### src/rtl/sig_detect_ctrl_if.sv
// Bundle of the signal-detect controller's control/status signals between the RX front end and link status.
// Carries o_loss_cnt only when SIG_DETECT_CTRL_LOSS_CNT_EN is defined.
interface sig_detect_ctrl_if;
  logic       i_en;
  logic       i_raw_sd;
  logic       i_train_done;
  logic       o_sd_filt;
  logic       o_train_req;
  logic       o_link_up;
  logic       o_fault;
  logic [3:0] o_retry_cnt;
  logic [2:0] o_state;
`ifdef SIG_DETECT_CTRL_LOSS_CNT_EN
  logic [7:0] o_loss_cnt;

  modport master (
    output i_en, i_raw_sd, i_train_done,
    input  o_sd_filt, o_train_req, o_link_up, o_fault, o_retry_cnt, o_state, o_loss_cnt
  );
  modport slave (
    input  i_en, i_raw_sd, i_train_done,
    output o_sd_filt, o_train_req, o_link_up, o_fault, o_retry_cnt, o_state, o_loss_cnt
  );
`else
  modport master (
    output i_en, i_raw_sd, i_train_done,
    input  o_sd_filt, o_train_req, o_link_up, o_fault, o_retry_cnt, o_state
  );
  modport slave (
    input  i_en, i_raw_sd, i_train_done,
    output o_sd_filt, o_train_req, o_link_up, o_fault, o_retry_cnt, o_state
  );
`endif
endinterface

### src/rtl/sig_detect_ctrl.sv
// LVDS RX link bring-up: hysteresis filter on signal detect, settle/train/up sequencing with bounded retries.
// Optional macro SIG_DETECT_CTRL_LOSS_CNT_EN adds a saturating UP->QUALIFY loss counter.
module sig_detect_ctrl #(
  parameter int FILTER_WIDTH   = 8,
  parameter int SETTLE_CYCLES  = 1024,
  parameter int TIMEOUT_CYCLES = 4096,
  parameter int RETRY_MAX      = 3
) (
  input logic             i_clk,
  input logic             i_arst,
  sig_detect_ctrl_if.slave bus
);

  localparam int TMAX = (SETTLE_CYCLES > TIMEOUT_CYCLES) ? SETTLE_CYCLES : TIMEOUT_CYCLES;
  localparam int TW   = (TMAX > 2) ? $clog2(TMAX) : 1;
  localparam logic [TW-1:0] SETTLE_LAST  = TW'(SETTLE_CYCLES - 1);
  localparam logic [TW-1:0] TIMEOUT_LAST = TW'(TIMEOUT_CYCLES - 1);
  localparam logic [3:0]    RETRY_LIM    = 4'(RETRY_MAX);

  typedef enum logic [2:0] {
    ST_IDLE    = 3'd0,
    ST_QUALIFY = 3'd1,
    ST_SETTLE  = 3'd2,
    ST_TRAIN   = 3'd3,
    ST_UP      = 3'd4,
    ST_FAULT   = 3'd5
  } state_t;

  state_t                  state_q, state_d;
  logic [FILTER_WIDTH-1:0] sr_q, sr_d;
  logic                    sd_filt_q, sd_filt_d;
  logic [TW-1:0]           timer_q, timer_d;
  logic [3:0]              retry_q, retry_d;
  logic [3:0]              retry_inc_s;
  logic                    train_req_q, train_req_d;
  logic                    link_up_q, link_up_d;
  logic                    fault_q, fault_d;

  // Filter, sequencing and output decode; outputs are decoded from the next state so they align with o_state.
  always_comb begin
    sr_d = {sr_q[FILTER_WIDTH-2:0], bus.i_raw_sd};
    if (&sr_q) begin
      sd_filt_d = 1'b1;
    end else if (~|sr_q) begin
      sd_filt_d = 1'b0;
    end else begin
      sd_filt_d = sd_filt_q;
    end

    retry_inc_s = (retry_q == 4'd15) ? 4'd15 : retry_q + 4'd1;
    state_d     = state_q;
    retry_d     = retry_q;

    if (!bus.i_en) begin
      state_d = ST_IDLE;
      retry_d = 4'd0;
    end else begin
      case (state_q)
        ST_IDLE: begin
          state_d = ST_QUALIFY;
          retry_d = 4'd0;
        end
        ST_QUALIFY: begin
          if (sd_filt_q) state_d = ST_SETTLE;
          else           state_d = ST_QUALIFY;
        end
        ST_SETTLE: begin
          if (!sd_filt_q)                  state_d = ST_QUALIFY;
          else if (timer_q == SETTLE_LAST) state_d = ST_TRAIN;
          else                             state_d = ST_SETTLE;
        end
        ST_TRAIN: begin
          // Done outranks a coincident timeout.
          if (!sd_filt_q) begin
            state_d = ST_QUALIFY;
          end else if (bus.i_train_done) begin
            state_d = ST_UP;
            retry_d = 4'd0;
          end else if (timer_q == TIMEOUT_LAST) begin
            retry_d = retry_inc_s;
            state_d = (retry_inc_s == RETRY_LIM) ? ST_FAULT : ST_SETTLE;
          end else begin
            state_d = ST_TRAIN;
          end
        end
        ST_UP: begin
          if (!sd_filt_q) begin
            state_d = ST_QUALIFY;
            retry_d = 4'd0;
          end else begin
            state_d = ST_UP;
          end
        end
        ST_FAULT: state_d = ST_FAULT;
        default: begin
          state_d = ST_IDLE;
          retry_d = 4'd0;
        end
      endcase
    end

    if (state_d != state_q) timer_d = {TW{1'b0}};
    else                    timer_d = timer_q + TW'(1);

    train_req_d = (state_d == ST_TRAIN);
    link_up_d   = (state_d == ST_UP);
    fault_d     = (state_d == ST_FAULT);
  end

  // Controller state registers.
  always_ff @(posedge i_clk or posedge i_arst) begin
    if (i_arst) begin
      state_q     <= ST_IDLE;
      sr_q        <= {FILTER_WIDTH{1'b0}};
      sd_filt_q   <= 1'b0;
      timer_q     <= {TW{1'b0}};
      retry_q     <= 4'd0;
      train_req_q <= 1'b0;
      link_up_q   <= 1'b0;
      fault_q     <= 1'b0;
    end else begin
      state_q     <= state_d;
      sr_q        <= sr_d;
      sd_filt_q   <= sd_filt_d;
      timer_q     <= timer_d;
      retry_q     <= retry_d;
      train_req_q <= train_req_d;
      link_up_q   <= link_up_d;
      fault_q     <= fault_d;
    end
  end

  assign bus.o_sd_filt   = sd_filt_q;
  assign bus.o_train_req = train_req_q;
  assign bus.o_link_up   = link_up_q;
  assign bus.o_fault     = fault_q;
  assign bus.o_retry_cnt = retry_q;
  assign bus.o_state     = state_q;

`ifdef SIG_DETECT_CTRL_LOSS_CNT_EN
  logic [7:0] loss_q, loss_d;

  // Count link drops; survives i_en low, only i_arst clears it.
  always_comb begin
    if ((state_q == ST_UP) && (state_d == ST_QUALIFY) && (loss_q != 8'hFF)) begin
      loss_d = loss_q + 8'd1;
    end else begin
      loss_d = loss_q;
    end
  end

  // Loss counter register.
  always_ff @(posedge i_clk or posedge i_arst) begin
    if (i_arst) loss_q <= 8'd0;
    else        loss_q <= loss_d;
  end

  assign bus.o_loss_cnt = loss_q;
`endif

endmodule

### src/flat_wrapper.sv
// flat-port wrapper written by rule: the top's interface ports become plain ports
module sig_detect_ctrl_flat 
#(
  parameter int FILTER_WIDTH   = 8,
  parameter int SETTLE_CYCLES  = 1024,
  parameter int TIMEOUT_CYCLES = 4096,
  parameter int RETRY_MAX      = 3
)
  (i_clk, i_arst, bus_i_en, bus_i_raw_sd, bus_i_train_done, bus_o_sd_filt, bus_o_train_req, bus_o_link_up, bus_o_fault, bus_o_retry_cnt, bus_o_state);
  sig_detect_ctrl_if bus_i ();
  input logic i_clk;
  input logic i_arst;
  input wire logic [$bits(bus_i.i_en)-1:0] bus_i_en;
  input wire logic [$bits(bus_i.i_raw_sd)-1:0] bus_i_raw_sd;
  input wire logic [$bits(bus_i.i_train_done)-1:0] bus_i_train_done;
  output wire logic [$bits(bus_i.o_sd_filt)-1:0] bus_o_sd_filt;
  output wire logic [$bits(bus_i.o_train_req)-1:0] bus_o_train_req;
  output wire logic [$bits(bus_i.o_link_up)-1:0] bus_o_link_up;
  output wire logic [$bits(bus_i.o_fault)-1:0] bus_o_fault;
  output wire logic [$bits(bus_i.o_retry_cnt)-1:0] bus_o_retry_cnt;
  output wire logic [$bits(bus_i.o_state)-1:0] bus_o_state;
  assign bus_i.i_en = bus_i_en;
  assign bus_i.i_raw_sd = bus_i_raw_sd;
  assign bus_i.i_train_done = bus_i_train_done;
  assign bus_o_sd_filt = bus_i.o_sd_filt;
  assign bus_o_train_req = bus_i.o_train_req;
  assign bus_o_link_up = bus_i.o_link_up;
  assign bus_o_fault = bus_i.o_fault;
  assign bus_o_retry_cnt = bus_i.o_retry_cnt;
  assign bus_o_state = bus_i.o_state;
  sig_detect_ctrl #(.FILTER_WIDTH(FILTER_WIDTH), .SETTLE_CYCLES(SETTLE_CYCLES), .TIMEOUT_CYCLES(TIMEOUT_CYCLES), .RETRY_MAX(RETRY_MAX)) u_core (.i_clk(i_clk), .i_arst(i_arst), .bus(bus_i));
endmodule
### config.mk
export PLATFORM = sky130hd
export DESIGN_NAME = sig_detect_ctrl_flat
export DESIGN_NICKNAME = d
export VERILOG_FILES = /design/src/rtl/sig_detect_ctrl_if.sv /design/src/rtl/sig_detect_ctrl.sv /design/src/flat_wrapper.sv
export SDC_FILE = /design/constraint.sdc
export NUM_CORES = 1
export LEC_CHECK = 0
export CAP_MARGIN = 25
export CELL_PAD_IN_SITES_DETAIL_PLACEMENT = 0
export CELL_PAD_IN_SITES_GLOBAL_PLACEMENT = 1
export CORE_MARGIN = 2
export CORE_UTILIZATION = 44
export CTS_CLUSTER_DIAMETER = 50
export DETAILED_ROUTE_END_ITERATION = 8
export GPL_ROUTABILITY_DRIVEN = 1
export PLACE_DENSITY_LB_ADDON = 0.1
export SETUP_SLACK_MARGIN = 0.4
export SLEW_MARGIN = 10
export SYNTH_ARGS = -nofsm -noshare
export SYNTH_HDL_FRONTEND = slang
export SYNTH_SLANG_ARGS = --single-unit
### constraint.sdc
create_clock -name i_clk -period 2.8 [get_ports i_clk]
set_input_delay 0.56 -clock i_clk [delete_from_list [all_inputs] [get_ports i_clk]]
set_output_delay 0.56 -clock i_clk [all_outputs]
set_load 0.03 [all_outputs]
==> metrics.json, run 1 <==
{
  "reg2reg_depth": 7,
  "h-tree-depth": 2,
  "critPathLaunch": "bus_i_train_done",
  "hold_path.class": "register to register",
  "grt_start_max_net_pins": 32,
  "criticalPathCategory": "input pin to register",
  "numClockSinks": 31,
  "clockRootBuffer": "sky130_fd_sc_hd__clkbuf_8",
  "clkLatencyLatePin_ns": 0.28,
  "clock_tree.buffer_depth": 2,
  "synth_cells": 184,
  "tightestPinTransition_ns": 0.558,
  "vias_in_the_first_global_route": 1431,
  "detail_route.iter0.violations": 117,
  "floorplan.initialDensity_pct": 45.1,
  "synth.net_count": 191,
  "post-route-period-util_pct": 81.1,
  "routed-via-count": 1510,
  "power.density_cell_area_nw_per_um2": 681,
  "post_synth.cell_area_avg_sq_um": 9.66,
  "cts-buffers-inserted": 5,
  "routed_via_density": 5.85,
  "timing.critical_path.fanout_max": 10,
  "die_width_um": 67.6,
  "critPathArrivalTime_ns": 2.48,
  "post-route-min-period_ns": 2.27,
  "slew_headroom_pct": 62.4,
  "grt-ovfl-total": 0,
  "pre_cts_slack_ns": 0.0402,
  "flip_flop_cell_with_the_highest_count_after_synthesis": "sky130_fd_sc_hd__dfrtp_1",
  "rsz0062_at_grt": "no",
  "post_synth_edffs": 0,
  "grt_pass1_wl_um": 6730,
  "cts_hold_buf": 0,
  "hold_viol": 0,
  "cts.clk_slew.worst_paths_ns": 0.06,
  "die_h_um": 67.6,
  "floorplan.die_area_sq_um": 4570,
  "place_congestion": 0.856,
  "core_region_area_sq_um": 3940,
  "mostFrequentLayoutCell": "sky130_fd_sc_hd__dfrtp_1",
  "layout-drive-gt1-share_pct": 17.3,
  "post-route-worst-setup-slack_ns": 0.529,
  "cts_tree": "done",
  "run_status": "completed",
  "clock-skew-final_ns": 0.00367,
  "r2r-end": "u_core.timer_q[7]",
  "mappedNetlistArea_sq_um": 1780,
  "finalSetupViolations": 0,
  "cap_viol_max_count": 0,
  "synth.lib_cells_used.distinct": 46,
  "critical_path_required_ns": 3.01,
  "dr.pass1.iters": 4,
  "antenna_found_initial": 0,
  "floorplan.rows": 23,
  "async_flop_share_pct": 100,
  "globalRouteTotalUtil_pct": 19.8,
  "post_layout_nonfiller_instances": 258,
  "antenna_cells": 0,
  "multi_input_comb_area_sq_um": 968,
  "drcViolationCount": 0,
  "yosys_register_bits": 31,
  "timing.rr.start": "u_core.bus.o_retry_cnt[0]",
  "mostFrequentLayoutCells": "sky130_fd_sc_hd__dfrtp_1 (31), sky130_fd_sc_hd__nand3_1 (28), sky130_fd_sc_hd__clkdlybuf4s50_1 (15)",
  "regToRegSetupSlack_ns": 0.60,
  "synthesis.yosys.warnings": 0,
  "worstSetupStartpointType": "input pin",
  "area_occupied_by_registers_sq_um": 776,
  "tns_ns": 0,
  "final-max-slew-violation-count": 0,
  "synth_sequential_area_ratio_pct": 43.6,
  "static-leakage-power_nw": 0.919,
  "fmax_mhz": 440,
  "hpwl_um": 2740,
  "timing.critical_path.to": "u_core.timer_q[7]",
  "ir_drop_mv": 0.382,
  "routed_wire_length_per_instance_um": 15.2,
  "layout-area-overhead-vs-synth_pct": 22.8,
  "postRouteAntennaNets": 0,
  "timing.critical_path.to_type": "register",
  "place.detailed.instances": 247,
  "i_o_pins": 16,
  "finalNetCount": 214,
  "fillers": 349,
  "port-buffer-count": 15,
  "routed_wl_um": 3930
}
[layout make-up]
| class | count | area share [%] |
|---|---|---|
| clock inverters | 2 | 2.75 |
| flip-flops and latches | 31 | 35.5 |
| multi-input cells | 139 | 44.4 |
| inverters | 6 | 1.03 |
| well taps | 50 | 2.87 |
| clock buffers | 6 | 3.32 |
| repair buffers | 24 | 10.1 |
[state kept, by name (all words and copies together) (netlist names)]
name                    count
u_core.timer_q             12
u_core.sr_q                 8
u_core.bus.o_retry_cnt      4
u_core.bus.o_state          3
u_core.bus.o_fault          1
u_core.bus.o_link_up        1
u_core.bus.o_sd_filt        1
u_core.bus.o_train_req      1
[through the flow]
stage	hold WS [ns]	area, sq um	utilization, %	total power [W]
3_5_place_dp	0.368	1990	50.4	0.000947
5_1_grt	0.393	2180	55.4	0.00157
2_1_floorplan	0.348	1780	-	0.000833
6_report	0.382	2180	55.4	0.00149
4_1_cts	0.387	2130	54.0	0.00148
3_3_place_gp	0.354	1990	50.4	0.000938
[routing by layer]
layer,track usage (%),part of all wire [%],up-vias
met5,0,0,-
met4,7.91,1.4,0
met3,4.67,5.3,5
met2,31.0,48,43
met1,26.4,45,732
li1,-,-,730
[what timing repair did]
action / in CTS / in global routing
pin swaps: 0 / 3
endpoints found under the setup margin: 12 / 13
setup buffers: 0 / 3
gates resized for setup: 1 / 5
[report_power, final]
group          switching (W)  leakage, nW  internal (W)
combinational       0.000260        0.449      0.000169
clock               0.000168       0.0654      0.000356
sequential         0.0000503        0.404      0.000484
total               0.000478        0.919       0.00101
[synth_stat cells (all sizes together) (2+ instances only)]
cell type  number  area [sq um]
nand3          28           140
buf             6          42.5
o21ai          16           118
a21oi           8          40.0
clkbuf          2          7.51
nand2          14          52.6
o41ai           3          33.8
dfrtp          31           776
nor2b           4          25.0
nor4            5          31.3
inv             6          22.5
xor2            6          52.6
mux2i           2          20.0
nand4           6          37.5
nor2           10          37.5
xnor2           5          43.8
and4            2          17.5
nor3            4          20.0
ha              2          25.0
[worst max-delay path, stage by stage]
cell,delay (ns)
sky130_fd_sc_hd__clkdlybuf4s50_1,0.44
sky130_fd_sc_hd__nand4bb_4,0.28
sky130_fd_sc_hd__nor4b_4,0.39
sky130_fd_sc_hd__nor3_1,0.08
sky130_fd_sc_hd__o32a_1,0.41
sky130_fd_sc_hd__buf_6,0.18
sky130_fd_sc_hd__o21ai_2,0.14
[logic make-up (layout without fill, tap and decap cells)]
logic type	count (synthesis)	after routing	synth area share (%)
compound gates	39	39	16.9
xor+xnor	11	11	5.42
fa+ha+maj	2	2	1.41
buf+inv	14	38	4.08
flops	31	31	43.6
mux	2	2	1.13
simple gates	85	85	27.4
[how the worst min path moves through the flow]
stage	start	endpoint	slack, ns	depth (start not counted)
final	u_core.sr_q[5]	u_core.sr_q[6]	0.38	0
after detailed placement	u_core.sr_q[5]	u_core.sr_q[6]	0.37	0
after global routing	u_core.sr_q[5]	u_core.sr_q[6]	0.39	0
after CTS	u_core.sr_q[5]	u_core.sr_q[6]	0.39	0
after global placement	u_core.sr_q[5]	u_core.sr_q[6]	0.35	0
after floorplan	u_core.sr_q[5]	u_core.sr_q[6]	0.35	0
(Power assumes the default switching activity.)
==> inputs of run 2 (changes only) <==
Settings changed: CORE_UTILIZATION 44 to 40.
Clock period 2.8 ns to 2.05 ns, I/O delays scaled along.
==> metrics.json, run 2 (synthesis results as in run 1) <==
{
  "place_congestion": 0.888,
  "cp_slowest_stage_delay_ns": 0.44,
  "routed_via_density": 5.51,
  "critical_path_required_ns": 2.26,
  "top_layer": "met4",
  "numClockSinks": 31,
  "die_h_um": 70.7,
  "core_region_area_sq_um": 4320,
  "mostFrequentLayoutCells": "sky130_fd_sc_hd__buf_4 (37), sky130_fd_sc_hd__nand3_1 (28), sky130_fd_sc_hd__dfrtp_1 (24)",
  "finalSetupViolations": 0,
  "route.met3.wl_um": 144,
  "registers.top_by_ff_count": "u_core.timer_q",
  "post-route-min-period_ns": 1.97,
  "regToRegSetupSlack_ns": 0.08,
  "grt_pass1_wl_um": 8090,
  "worstSetupStartpointType": "register",
  "rsz0062_at_grt": "yes",
  "dr.pass1.iters": 4,
  "antenna_cells": 0,
  "grt-ovfl-total": 0,
  "h-tree-depth": 2,
  "i_o_pins": 16,
  "timing.rr.start": "u_core.bus.o_state[2]",
  "antenna_found_initial": 0,
  "criticalPathCategory": "register to register",
  "layout-area-overhead-vs-synth_pct": 43.4,
  "post-route-period-util_pct": 95.9,
  "cts-buffers-inserted": 5,
  "fin_area_sq_um": 2550,
  "grt_start_max_net_pins": 17,
  "port-buffer-count": 15,
  "design_power_total_w": 0.00201,
  "holdCritStartpoint": "u_core.sr_q[5]",
  "clkLatencyLatePin_ns": 0.28,
  "detail_route.iter0.violations": 103,
  "clockRootBuffer": "sky130_fd_sc_hd__clkbuf_8",
  "floorplan.initialDensity_pct": 41.1,
  "run_status": "completed",
  "die_width_um": 70.7,
  "finalNetCount": 249,
  "drcViolationCount": 0,
  "r2r-end": "u_core.timer_q[10]",
  "floorplan.die_area_sq_um": 4990,
  "crit_path_frequent_cell": "sky130_fd_sc_hd__buf_6",
  "postPlaceCellArea_sq_um": 2250,
  "power.density_cell_area_nw_per_um2": 787,
  "final-max-slew-violation-count": 0,
  "met2_wirelength_um": 2410,
  "fmax_mhz": 508,
  "whs_path_depth": 0,
  "cap_viol_max_count": 0,
  "mostFrequentLayoutCell": "sky130_fd_sc_hd__buf_4",
  "tightestPinTransition_ns": 0.377,
  "layout-drive-gt1-share_pct": 39.9,
  "cts_tree": "done",
  "static-leakage-power_nw": 1.11,
  "vias_in_the_first_global_route": 1697,
  "slew_headroom_pct": 74.8,
  "routed-via-count": 1626,
  "fillers": 365,
  "post_layout_nonfiller_instances": 295,
  "routed_wire_length_per_instance_um": 15.7,
  "routed_wl_um": 4640,
  "reg2reg_depth": 7,
  "critPathArrivalTime_ns": 2.17,
  "clock_tree.buffer_depth": 2,
  "cts.clk_slew.worst_paths_ns": 0.07,
  "slowest_stage": "sky130_fd_sc_hd__dfrtp_2",
  "postRouteAntennaNets": 0,
  "hpwl_um": 3160,
  "clock-skew-final_ns": 0.00845,
  "floorplan.rows": 24,
  "hold_path.class": "register to register",
  "timing.critical_path.to_type": "register",
  "largest_register_ffs": 12,
  "critical_path.cell_chain": "nand4bb_4 -> a41oi_4 -> buf_6 -> nor3_1 -> o32a_1 -> buf_6 -> o21ai_2",
  "ir_drop_mv": 0.550,
  "hold-path-endpoint": "u_core.sr_q[6]",
  "drt_met1_wl_um": 2050,
  "timing.critical_path.fanout_max": 6,
  "globalRouteTotalUtil_pct": 20.8,
  "hold_viol": 0,
  "place.detailed.instances": 277
}
run 2: metrics by stage:
step | setup TNS, ns | worst slack [ns] | util (%) | hold slack, ns
2_1_floorplan | 0 | 0.0954 | - | 0.348
3_3_place_gp | -5.28 | -0.458 | 52.1 | 0.356
3_5_place_dp | -6.60 | -0.587 | 52.1 | 0.360
4_1_cts | 0 | 0.116 | 58.4 | 0.374
5_1_grt | -0.0411 | -0.00943 | 59.0 | 0.385
6_report | 0 | 0.0834 | 59.0 | 0.368
run 2: repair_timing:
item                       4_1_cts  5_1_grt
buffers inserted                 8        2
gates resized for setup         39       11
pin swaps                       14        8
setup endpoints to repair       33       26
hold buffers                     0        0
run 2: worst max path at each step:
stage	start	to	slack [ns]
6_report	u_core.bus.o_state[2]	u_core.timer_q[10]	0.08
5_1_grt	u_core.timer_q[1]	u_core.timer_q[10]	-0.009
4_1_cts	u_core.bus.o_retry_cnt[1]	u_core.timer_q[9]	0.12
3_5_place_dp	bus_i_train_done	u_core.timer_q[3]	-0.59
3_3_place_gp	bus_i_train_done	u_core.timer_q[2]	-0.46
2_1_floorplan	u_core.bus.o_state[2]	u_core.timer_q[2]	0.1
run 2: where the power goes:
part	internal, W	total (W)	switching [W]
clock network	0.000270	0.000488	0.000218
registers	0.000664	0.000719	0.0000544
logic	0.000358	0.000801	0.000443
run 2: cell type report:
class / count / area (sq um) / area share, %
clock inverter: 1 / 5.00 / 0.196
clock buffer: 7 / 86.3 / 3.39
sequential: 31 / 785 / 30.8
inverter: 6 / 22.5 / 0.883
timing repair buffer: 59 / 485 / 19.0
multi-input combinational: 139 / 1100 / 43.2
tap: 52 / 65.1 / 2.55
run 2: layer usage:
| metal | vias up | track usage (%) |
|---|---|---|
| met5 | - | 0 |
| li1 | 791 | - |
| met1 | 809 | 26.0 |
| met4 | 0 | 9.22 |
| met3 | 2 | 4.56 |
| met2 | 24 | 34.6 |
run 2: critical path: cells and delay by family (launching register included):
kind | cells | cell delay [ns]
and+or+nand+nor | 2 | 0.33
DFF | 1 | 0.44
AOI/OAI and AO/OA | 3 | 0.80
buffers and inverters | 2 | 0.31
